## config.mk

```make
export PLATFORM = sky130hd
export DESIGN_NAME = wb_arbiter
export DESIGN_NICKNAME = d
export VERILOG_FILES = /design/src/rtl/wb_arbiter.sv
export SDC_FILE = /design/constraint.sdc
export NUM_CORES = 1
export LEC_CHECK = 0
export ABC_AREA = 1
export BUFFER_PORTS_ARGS = -buffer_cell sky130_fd_sc_hd__buf_4
export CAP_MARGIN = 20
export CORE_MARGIN = 3
export CORE_UTILIZATION = 30
export DETAILED_ROUTE_END_ITERATION = 12
export GPL_ROUTABILITY_DRIVEN = 0
export PLACE_DENSITY = 0.48
export SKIP_LAST_GASP = 1
export SLEW_MARGIN = 20
export SYNTH_ARGS = -nofsm -noshare
export SYNTH_HDL_FRONTEND = slang
export SYNTH_SLANG_ARGS = --single-unit
```

## constraint.sdc

```tcl
create_clock -name i_clk -period 7.9 [get_ports i_clk]
set_input_delay 0.79 -clock i_clk [delete_from_list [all_inputs] [get_ports i_clk]]
set_output_delay 0.79 -clock i_clk [all_outputs]
set_load 0.01 [all_outputs]
```

## src/rtl/wb_arbiter.sv

```systemverilog
// ============================================================================
// Module      : wb_arbiter
// Description : Writeback arbiter between the ALU and the load unit. Each
//               requester owns a DEPTH-entry FIFO of {idx, data} writes; the
//               heads are granted round-robin onto the single register-file
//               write port. A given nonzero register index is never buffered
//               in both FIFOs at once, so per-index write order is preserved.
//               Busy flags report pending writes for two read indices.
// Revision    : 1.0 - initial release
// ----------------------------------------------------------------------------
// Parameters  : DEPTH   entries per requester FIFO (power of two, >= 2)
// Ports       : i_clk, i_rst_n                 clock, async active-low reset
//               i_alu_valid/o_alu_ready/i_alu_idx/i_alu_data   ALU request
//               i_lsu_valid/o_lsu_ready/i_lsu_idx/i_lsu_data   LSU request
//               o_rf_write_enable/o_rf_idx/o_rf_data           RF write port
//               i_rd_idx1/2, o_busy1/2          pending-write flags
//               o_byp_hit1/2, o_byp_data1/2     forwarding of the granted
//                                               write (bypass build only)
// Macro       : WB_ARBITER_BYPASS_EN  adds the bypass outputs and removes the
//               granted head from the busy calculation.
// ============================================================================
`default_nettype none

module wb_arbiter #(
    parameter int DEPTH = 2
) (
    input  logic        i_clk,
    input  logic        i_rst_n,
    input  logic        i_alu_valid,
    output logic        o_alu_ready,
    input  logic [4:0]  i_alu_idx,
    input  logic [31:0] i_alu_data,
    input  logic        i_lsu_valid,
    output logic        o_lsu_ready,
    input  logic [4:0]  i_lsu_idx,
    input  logic [31:0] i_lsu_data,
    output logic        o_rf_write_enable,
    output logic [4:0]  o_rf_idx,
    output logic [31:0] o_rf_data,
    input  logic [4:0]  i_rd_idx1,
    input  logic [4:0]  i_rd_idx2,
`ifdef WB_ARBITER_BYPASS_EN
    output logic        o_byp_hit1,
    output logic        o_byp_hit2,
    output logic [31:0] o_byp_data1,
    output logic [31:0] o_byp_data2,
`endif
    output logic        o_busy1,
    output logic        o_busy2
);

    localparam int            AW     = $clog2(DEPTH);
    localparam logic [AW:0]   c_FULL = (AW+1)'(DEPTH);

    // Requester 0 = ALU, requester 1 = LSU.
    logic [1:0]                  w_in_valid;
    logic [4:0]                  w_in_idx  [2];
    logic [31:0]                 w_in_data [2];
    logic [1:0]                  w_ne, w_full, w_ready_base, w_ready, w_push, w_gnt;
    logic [4:0]                  w_head_idx  [2];
    logic [31:0]                 w_head_data [2];
    logic [1:0][DEPTH-1:0]       w_ent_vld, w_keep, w_m_other, w_m_rd1, w_m_rd2;
    logic [1:0][DEPTH-1:0][4:0]  w_ent_idx;
    logic                        w_tie;
    logic                        last_lsu_q, last_lsu_d;

    assign w_in_valid   = {i_lsu_valid, i_alu_valid};
    assign w_in_idx[0]  = i_alu_idx;
    assign w_in_idx[1]  = i_lsu_idx;
    assign w_in_data[0] = i_alu_data;
    assign w_in_data[1] = i_lsu_data;

    for (genvar r = 0; r < 2; r++) begin : g_req
        logic [4:0]    idx_q  [DEPTH];
        logic [31:0]   data_q [DEPTH];
        logic [AW-1:0] rd_ptr_q, rd_ptr_d, wr_ptr_q, wr_ptr_d;
        logic [AW:0]   cnt_q, cnt_d;

        assign w_ne[r]          = (cnt_q != '0);
        assign w_full[r]        = (cnt_q == c_FULL);
        // Index 0 is accepted (handshake completes) but never stored.
        assign w_push[r]        = w_in_valid[r] && w_ready[r] && (w_in_idx[r] != 5'd0);
        assign w_head_idx[r]    = idx_q[rd_ptr_q];
        assign w_head_data[r]   = data_q[rd_ptr_q];

        for (genvar k = 0; k < DEPTH; k++) begin : g_ent
            // Slot k is occupied when its distance from the read pointer is
            // below the fill count (pointers wrap naturally at DEPTH).
            assign w_ent_vld[r][k] = ({1'b0, AW'(k) - rd_ptr_q} < cnt_q);
            assign w_ent_idx[r][k] = idx_q[k];
`ifdef WB_ARBITER_BYPASS_EN
            // The granted head is forwarded, so it does not stall readers.
            assign w_keep[r][k]    = !(w_gnt[r] && (rd_ptr_q == AW'(k)));
`else
            assign w_keep[r][k]    = 1'b1;
`endif
        end

        always_comb begin
            rd_ptr_d = rd_ptr_q + AW'(w_gnt[r]);
            wr_ptr_d = wr_ptr_q + AW'(w_push[r]);
            cnt_d    = cnt_q + (AW+1)'(w_push[r]) - (AW+1)'(w_gnt[r]);
        end

        always_ff @(posedge i_clk or negedge i_rst_n) begin
            if (!i_rst_n) begin
                rd_ptr_q <= '0;
                wr_ptr_q <= '0;
                cnt_q    <= '0;
            end else begin
                rd_ptr_q <= rd_ptr_d;
                wr_ptr_q <= wr_ptr_d;
                cnt_q    <= cnt_d;
            end
        end

        // Storage needs no reset: slots are only observed while counted valid.
        always_ff @(posedge i_clk) begin
            if (w_push[r]) begin
                idx_q[wr_ptr_q]  <= w_in_idx[r];
                data_q[wr_ptr_q] <= w_in_data[r];
            end
        end
    end

    for (genvar r = 0; r < 2; r++) begin : g_match
        for (genvar k = 0; k < DEPTH; k++) begin : g_ent
            assign w_m_other[r][k] = w_ent_vld[1-r][k] && (w_ent_idx[1-r][k] == w_in_idx[r]);
            assign w_m_rd1[r][k]   = w_ent_vld[r][k] && w_keep[r][k] && (w_ent_idx[r][k] == i_rd_idx1);
            assign w_m_rd2[r][k]   = w_ent_vld[r][k] && w_keep[r][k] && (w_ent_idx[r][k] == i_rd_idx2);
        end
        assign w_ready_base[r] = !w_full[r] && !(|w_m_other[r]);
    end

    // Same nonzero index from both units in one cycle: ALU takes it, LSU waits
    // until the ALU copy has drained so the index never sits in both FIFOs.
    assign w_tie      = i_alu_valid && i_lsu_valid && (i_alu_idx == i_lsu_idx) &&
                        (i_alu_idx != 5'd0) && w_ready_base[0];
    assign w_ready[0] = w_ready_base[0];
    assign w_ready[1] = w_ready_base[1] && !w_tie;
    assign o_alu_ready = w_ready[0];
    assign o_lsu_ready = w_ready[1];

    always_comb begin
        w_gnt      = w_ne;
        last_lsu_d = last_lsu_q;
        if (w_ne == 2'b11) begin
            w_gnt = last_lsu_q ? 2'b01 : 2'b10;
        end
        if (|w_gnt) begin
            last_lsu_d = w_gnt[1];
        end
    end

    always_ff @(posedge i_clk or negedge i_rst_n) begin
        if (!i_rst_n) begin
            last_lsu_q <= 1'b1;
        end else begin
            last_lsu_q <= last_lsu_d;
        end
    end

    always_comb begin
        o_rf_write_enable = |w_gnt;
        o_rf_idx          = 5'd0;
        o_rf_data         = 32'd0;
        if (w_gnt[0]) begin
            o_rf_idx  = w_head_idx[0];
            o_rf_data = w_head_data[0];
        end else if (w_gnt[1]) begin
            o_rf_idx  = w_head_idx[1];
            o_rf_data = w_head_data[1];
        end
    end

    assign o_busy1 = (i_rd_idx1 != 5'd0) && (|w_m_rd1);
    assign o_busy2 = (i_rd_idx2 != 5'd0) && (|w_m_rd2);

`ifdef WB_ARBITER_BYPASS_EN
    assign o_byp_hit1  = o_rf_write_enable && (i_rd_idx1 != 5'd0) && (o_rf_idx == i_rd_idx1);
    assign o_byp_hit2  = o_rf_write_enable && (i_rd_idx2 != 5'd0) && (o_rf_idx == i_rd_idx2);
    assign o_byp_data1 = o_byp_hit1 ? o_rf_data : 32'd0;
    assign o_byp_data2 = o_byp_hit2 ? o_rf_data : 32'd0;
`endif

endmodule

`default_nettype wire

```

Word-level counts from Yosys, hierarchy flattened
Memory sizes are Yosys's and may differ from the RTL's. Index checks and enable logic that the tools add are counted.

Add/subtract/negate cells: 12. $lt $le $gt $ge: 4. Equal/unequal tests: 16. Multiplexer cells: 10. Reductions and logical operators: 41.

Operators with widths (number): equality test 5 bit (13); 2-to-1 mux 32 bit (2); logical AND 1 bit (25); nonzero test 5 bit (4); 2-to-1 mux 5 bit (2); less-than comparator 1 x 2 -> 1 bit (4); OR reduction 4 bit (2); equality test 2 bit (second input constant) (3); OR reduction 2 bit (3); logical NOT 1 bit (5); adder 1 bit (4); adder 2 x 1 -> 2 bit (2); 2-to-1 mux 1 bit (4); 2-to-1 mux 2 bit (2); nonzero test 2 bit (2); subtractor 1 bit (first input constant) (4); subtractor 2 x 1 -> 2 bit (2).

Register bits: 9. Memory bits (writable): 148. Input bits: 88. Output and inout bits: 42. Word-level logic and storage cells: 94. Memories kept: 4.

Memories: g_req[0].data_q (words 2, bits a word 32, rd ports 1, clocked after Yosys merged registers in 0, write ports 1, line 75) `logic [31:0] data_q [DEPTH];`; g_req[1].data_q (words 2, bits a word 32, rd ports 1, clocked after Yosys merged registers in 0, write ports 1, line 75); g_req[0].idx_q (words 2, bits a word 5, rd ports 3, clocked after Yosys merged registers in 0, write ports 1, line 74) `logic [4:0] idx_q [DEPTH];`; g_req[1].idx_q (words 2, bits a word 5, rd ports 3, clocked after Yosys merged registers in 0, write ports 1, line 74).

Logic depth before layout (Yosys ltp)
Depth after elaboration: 13. Gate-level depth with buffers: 12. Gate-level depth less buffers: 12.

Worst setup path before layout
Ideal clock, no wire load.

Kind: input -> register. Start: in i_lsu_idx[0]. End: mem g_req[1].data_q[1][0], enable pin. Library setup time: 0.398 ns. Data arrival time: 2.410 ns. Setup slack: 5.092 ns. Stages on the path: 10. Path through: inv_1 -> nand2_1 -> nand2_1 -> a21oi_1 -> nand3_1 -> nand2_1 -> nor2_1 -> nand2_1 -> nor2_1 -> ha_1.

Word-level cells in the longest chain between the ends: 10. Elaborated cells on any way between the ends: 18. Those cells by class: eq/ne: 3; mux: 2; reduce/logical: 13.

Ends and longest elaborated chain: start: declaration (line 35) `input logic [4:0] i_lsu_idx,`; equality test 5 bit, on equally long branches (line 128, 137); logical AND 1 bit, on equally long branches (line 128, 137); OR reduction 2 bit / logical AND 1 bit (equally long branches) (line 132, 137); logical NOT 1 bit / logical AND 1 bit (equally long branches) (line 132, 138); logical AND 1 bit / logical NOT 1 bit (equally long branches) (line 132, 140); logical AND 1 bit (line 140) `assign w_ready[1] = w_ready_base[1] && !w_tie;`; logical AND 1 bit (line 82) `assign w_push[r] = w_in_valid[r] && w_ready[r] && (w_in_idx[r] != 5'd0);`; logical AND 1 bit * (line 82); 2-to-1 mux 1 bit * (line 119) `if (w_push[r]) begin`; 2-to-1 mux 1 bit (implied by the code) * (line 121) `data_q[wr_ptr_q] <= w_in_data[r];`; end: declaration (line 75).

Mark *: on every way between the ends. The rest lies on a longest branch, timed or not.

Worst setup path in the final report
Start: reg g_req[1].rd_ptr_q. End: out o_rf_data[5].

Word-level cells in the longest chain between the ends: 3.

Ends and longest elaborated chain: start: declaration (line 76) `logic [AW-1:0] rd_ptr_q, rd_ptr_d, wr_ptr_q, wr_ptr_d;`; start signal: assignment (line 111) `rd_ptr_q <= rd_ptr_d;`; memory (2 x 32 bit); 2-to-1 mux 32 bit (line 170) `end else if (w_gnt[1]) begin`; 2-to-1 mux 32 bit (line 167) `if (w_gnt[0]) begin`; end: declaration (line 39) `output logic [31:0] o_rf_data,`.

Every way passes these cells.

==> impl_results.md <==
- Actual slew at the worst max-slew pin: 1.01 ns
- Die width: 162 um
- Initial antenna violation count: 0
- Seq/Total Area, Yosys: 0.639
- R2R setup slack: 4.66 ns
- Starting Density: 0.309
- Final setup vio count: 0
- Avg Vias per Cell: 4.45
- Commonest non-fill, non-tap cell in the layout: nand2_1
- Storage cell area: 4670 um2
- Total number of vias: 5193
- Aggregate global-route resource usage: 0.150
- FILL cells: 2423
- Largest cells by area after synthesis: edfxtp_1 61%, nand2_1 12%, a21oi_1 4.5%
- FF-to-FF End: g_req[1].data_q[0][25]$_DFFE_PP_
- Syn Inst Count: 707
- Cell Rows: 56
- DRC viols: 0
- Clk_skew: 0.0116 ns
- #FFs+latches synth: 157
- H-tree levels: 4
- Num CTS Buffers: 17
- Tmin final: 3.43 ns
- Max-cap violations: 0
- Post-CTS setup buffers: 0
- Maximum VDD drop: 0.000169 V
- Endpoint type of the worst setup path: output pin
- Fraction of final layout cells sized beyond drive strength 1: 0.217
- CP Class: reg2out
- Power Density: 385 nW/um2
- RR Startpoint: g_req[0].rd_ptr_q$_DFF_PN0_
- Hold WS: 0.195 ns
- Wire per inst: 16.7 um
- Port-buffer cells: 129
- CP arrival: 2.64 ns
- DP Area: 8580 um2
- First-pass GRT wire length: 29.5 mm
- Slew margin rel.: 0.325
- Leak: 0.00384 uW
- Post-route setup slack: 4.47 ns
- Status: finished clean
- Clock Pin Slew Worst Setup and Hold Paths: 0.06 ns
- # resized after CTS: 0
- I/O pins: 130
- Post-synth net total: 803
- # nets final: 930
- Syn avg cell area: 10.3 um2
- Core area: 23700 um2
- Clk sinks: 157
- RSZ-0062 raised after global routing: no
- Yosys cell types: 32
- Max frequency: 292 MHz
- Yosys warns: 0
- Setup TNS: 0 ns
- Post-Place Worst Slack: 4.56 ns
- Clk buf depth: 2
- Fin area: 9160 um2
- Final Hold Viols: 0
- DRT antenna net count: 0
- Final core utilization: 0.387
- Most frequent cells in the layout: 238 x nand2_1, 148 x edfxtp_1, 132 x buf_4
- Root buf cell: clkbuf_16
- Initial drt markers: 332
- Crit start category: flop
- Mapped cell area: 7310 um2
- Chip height: 162 um
- Largest net degree at the start of global routing: 44
- Yosys top cell area share: 0.608
- Clock Latency Late Sink: 0.42 ns
- Hold_buf cts: 0
- Fin. max-slew vios: 0
- Worst min-delay path class: in2async
- Worst reg-to-reg path cell count: 9
- CTS tree: built
- Post-Route WL: 19.4 mm
- CP Data Required Time: 7.11 ns
- Final critical-path share of the clock period: 0.434
- Multi-input logic area: 2310 um2
- Vias in the first global route: 5100
- Synth area leader: edfxtp_1
- Grt total ovfl: 0
- DP Wirelength: 13.1 mm
- Crit Path Max Fanout: 43
- Drt pass-1 iters: 5
- Synthesis-to-layout area growth: 25.4%
- Die area: 26300 um2
- Antenna diodes: 0
==> area by class of cell <==
class	instances	share of cell area
clock inverter	14	0.0169
tap	319	0.0436
multi-input combinational	472	0.252
timing repair buffer	132	0.108
clock buffer	18	0.0468
inverter	54	0.0224
sequential	157	0.510
==> power by group <==
group / switching [uW] / total (uW) / internal [uW]
clock network: 358 / 805 / 447
registers: 125 / 1280 / 1150
logic: 873 / 1440 / 571
total: 1360 / 3520 / 2170
==> per-stage QoR <==
step / total power (uW) / std cells
after detailed placement: 2780 / 1134
after floorplan: 2140 / 707
after global placement: 2780 / 1134
after CTS: 3590 / 1166
after global routing: 3780 / 1166
final: 3520 / 1166
==> per-layer routing <==
metal  global-route usage  vias to the layer above  part of all wire
li1                     -                     2618                 -
met1                0.198                     2400              0.44
met2                0.244                      159              0.48
met3               0.0436                       16             0.072
met4               0.0357                        0             0.013
met5                    0                        -                 0
==> sequential cells by signal, summed over array words and instances, names as in the netlist <==
register and cells:
g_req.wr_ptr_q 2, last_lsu_q 1, g_req.idx_q 20, g_req.rd_ptr_q 2, g_req.cnt_q 4, g_req.data_q 128
==> worst max-delay path, stage by stage (launching register included) <==
cell	delay, ns
dfrtp_2	0.94
inv_2	0.53
nand2_1	0.17
a21oi_1	0.07
or2_2	0.34
buf_4	0.15
==> Yosys cell counts <==
master	instances
o21ai_1	5
o21ai_0	15
inv_2	3
o31ai_1	1
ha_1	8
a22o_1	3
or2_2	5
nand2_1	238
nor2_2	1
buf_2	5
a21oi_4	1
inv_1	50
xnor2_1	5
o211ai_1	2
dfrtp_1	8
o21ai_4	1
nor4_1	1
nand4_1	4
o31ai_2	1
edfxtp_1	148
nand2_2	1
inv_4	1
nor3_1	9
dfstp_2	1
clkbuf_1	14
mux2i_1	8
nor2_1	43
or2_1	19
a21oi_1	66
nand3_1	13
buf_6	5
xor2_1	22
==> how the worst max path moves through the flow <==
stage	startpoint	endpoint	slack, ns
global route	g_req[1].rd_ptr_q$_DFF_PN0_	o_rf_data[5]	4.20
CTS	g_req[1].rd_ptr_q$_DFF_PN0_	o_rf_data[3]	4.37
global placement	g_req[0].rd_ptr_q$_DFF_PN0_	g_req[1].data_q[0][9]$_DFFE_PP_	4.62
floorplan	i_lsu_idx[0]	g_req[1].data_q[1][0]$_DFFE_PP_	5.09
detailed placement	g_req[0].rd_ptr_q$_DFF_PN0_	g_req[1].data_q[0][7]$_DFFE_PP_	4.56
finish	g_req[1].rd_ptr_q$_DFF_PN0_	o_rf_data[5]	4.47
==> cells by family (layout without fill, tap and decap cells) <==
kind of cell,after synthesis,count (layout),share of synthesized area
flip-flops,157,157,0.639
multiplexers,8,8,0.0110
AND/OR/NAND/NOR,334,334,0.186
buffers and inverters,78,218,0.0464
XOR/XNOR,27,27,0.0324
adder cells (fa/ha/maj),8,8,0.0137
AO/OA/AOI/OAI,95,95,0.0717
Power figures use the tool's default switching activity.
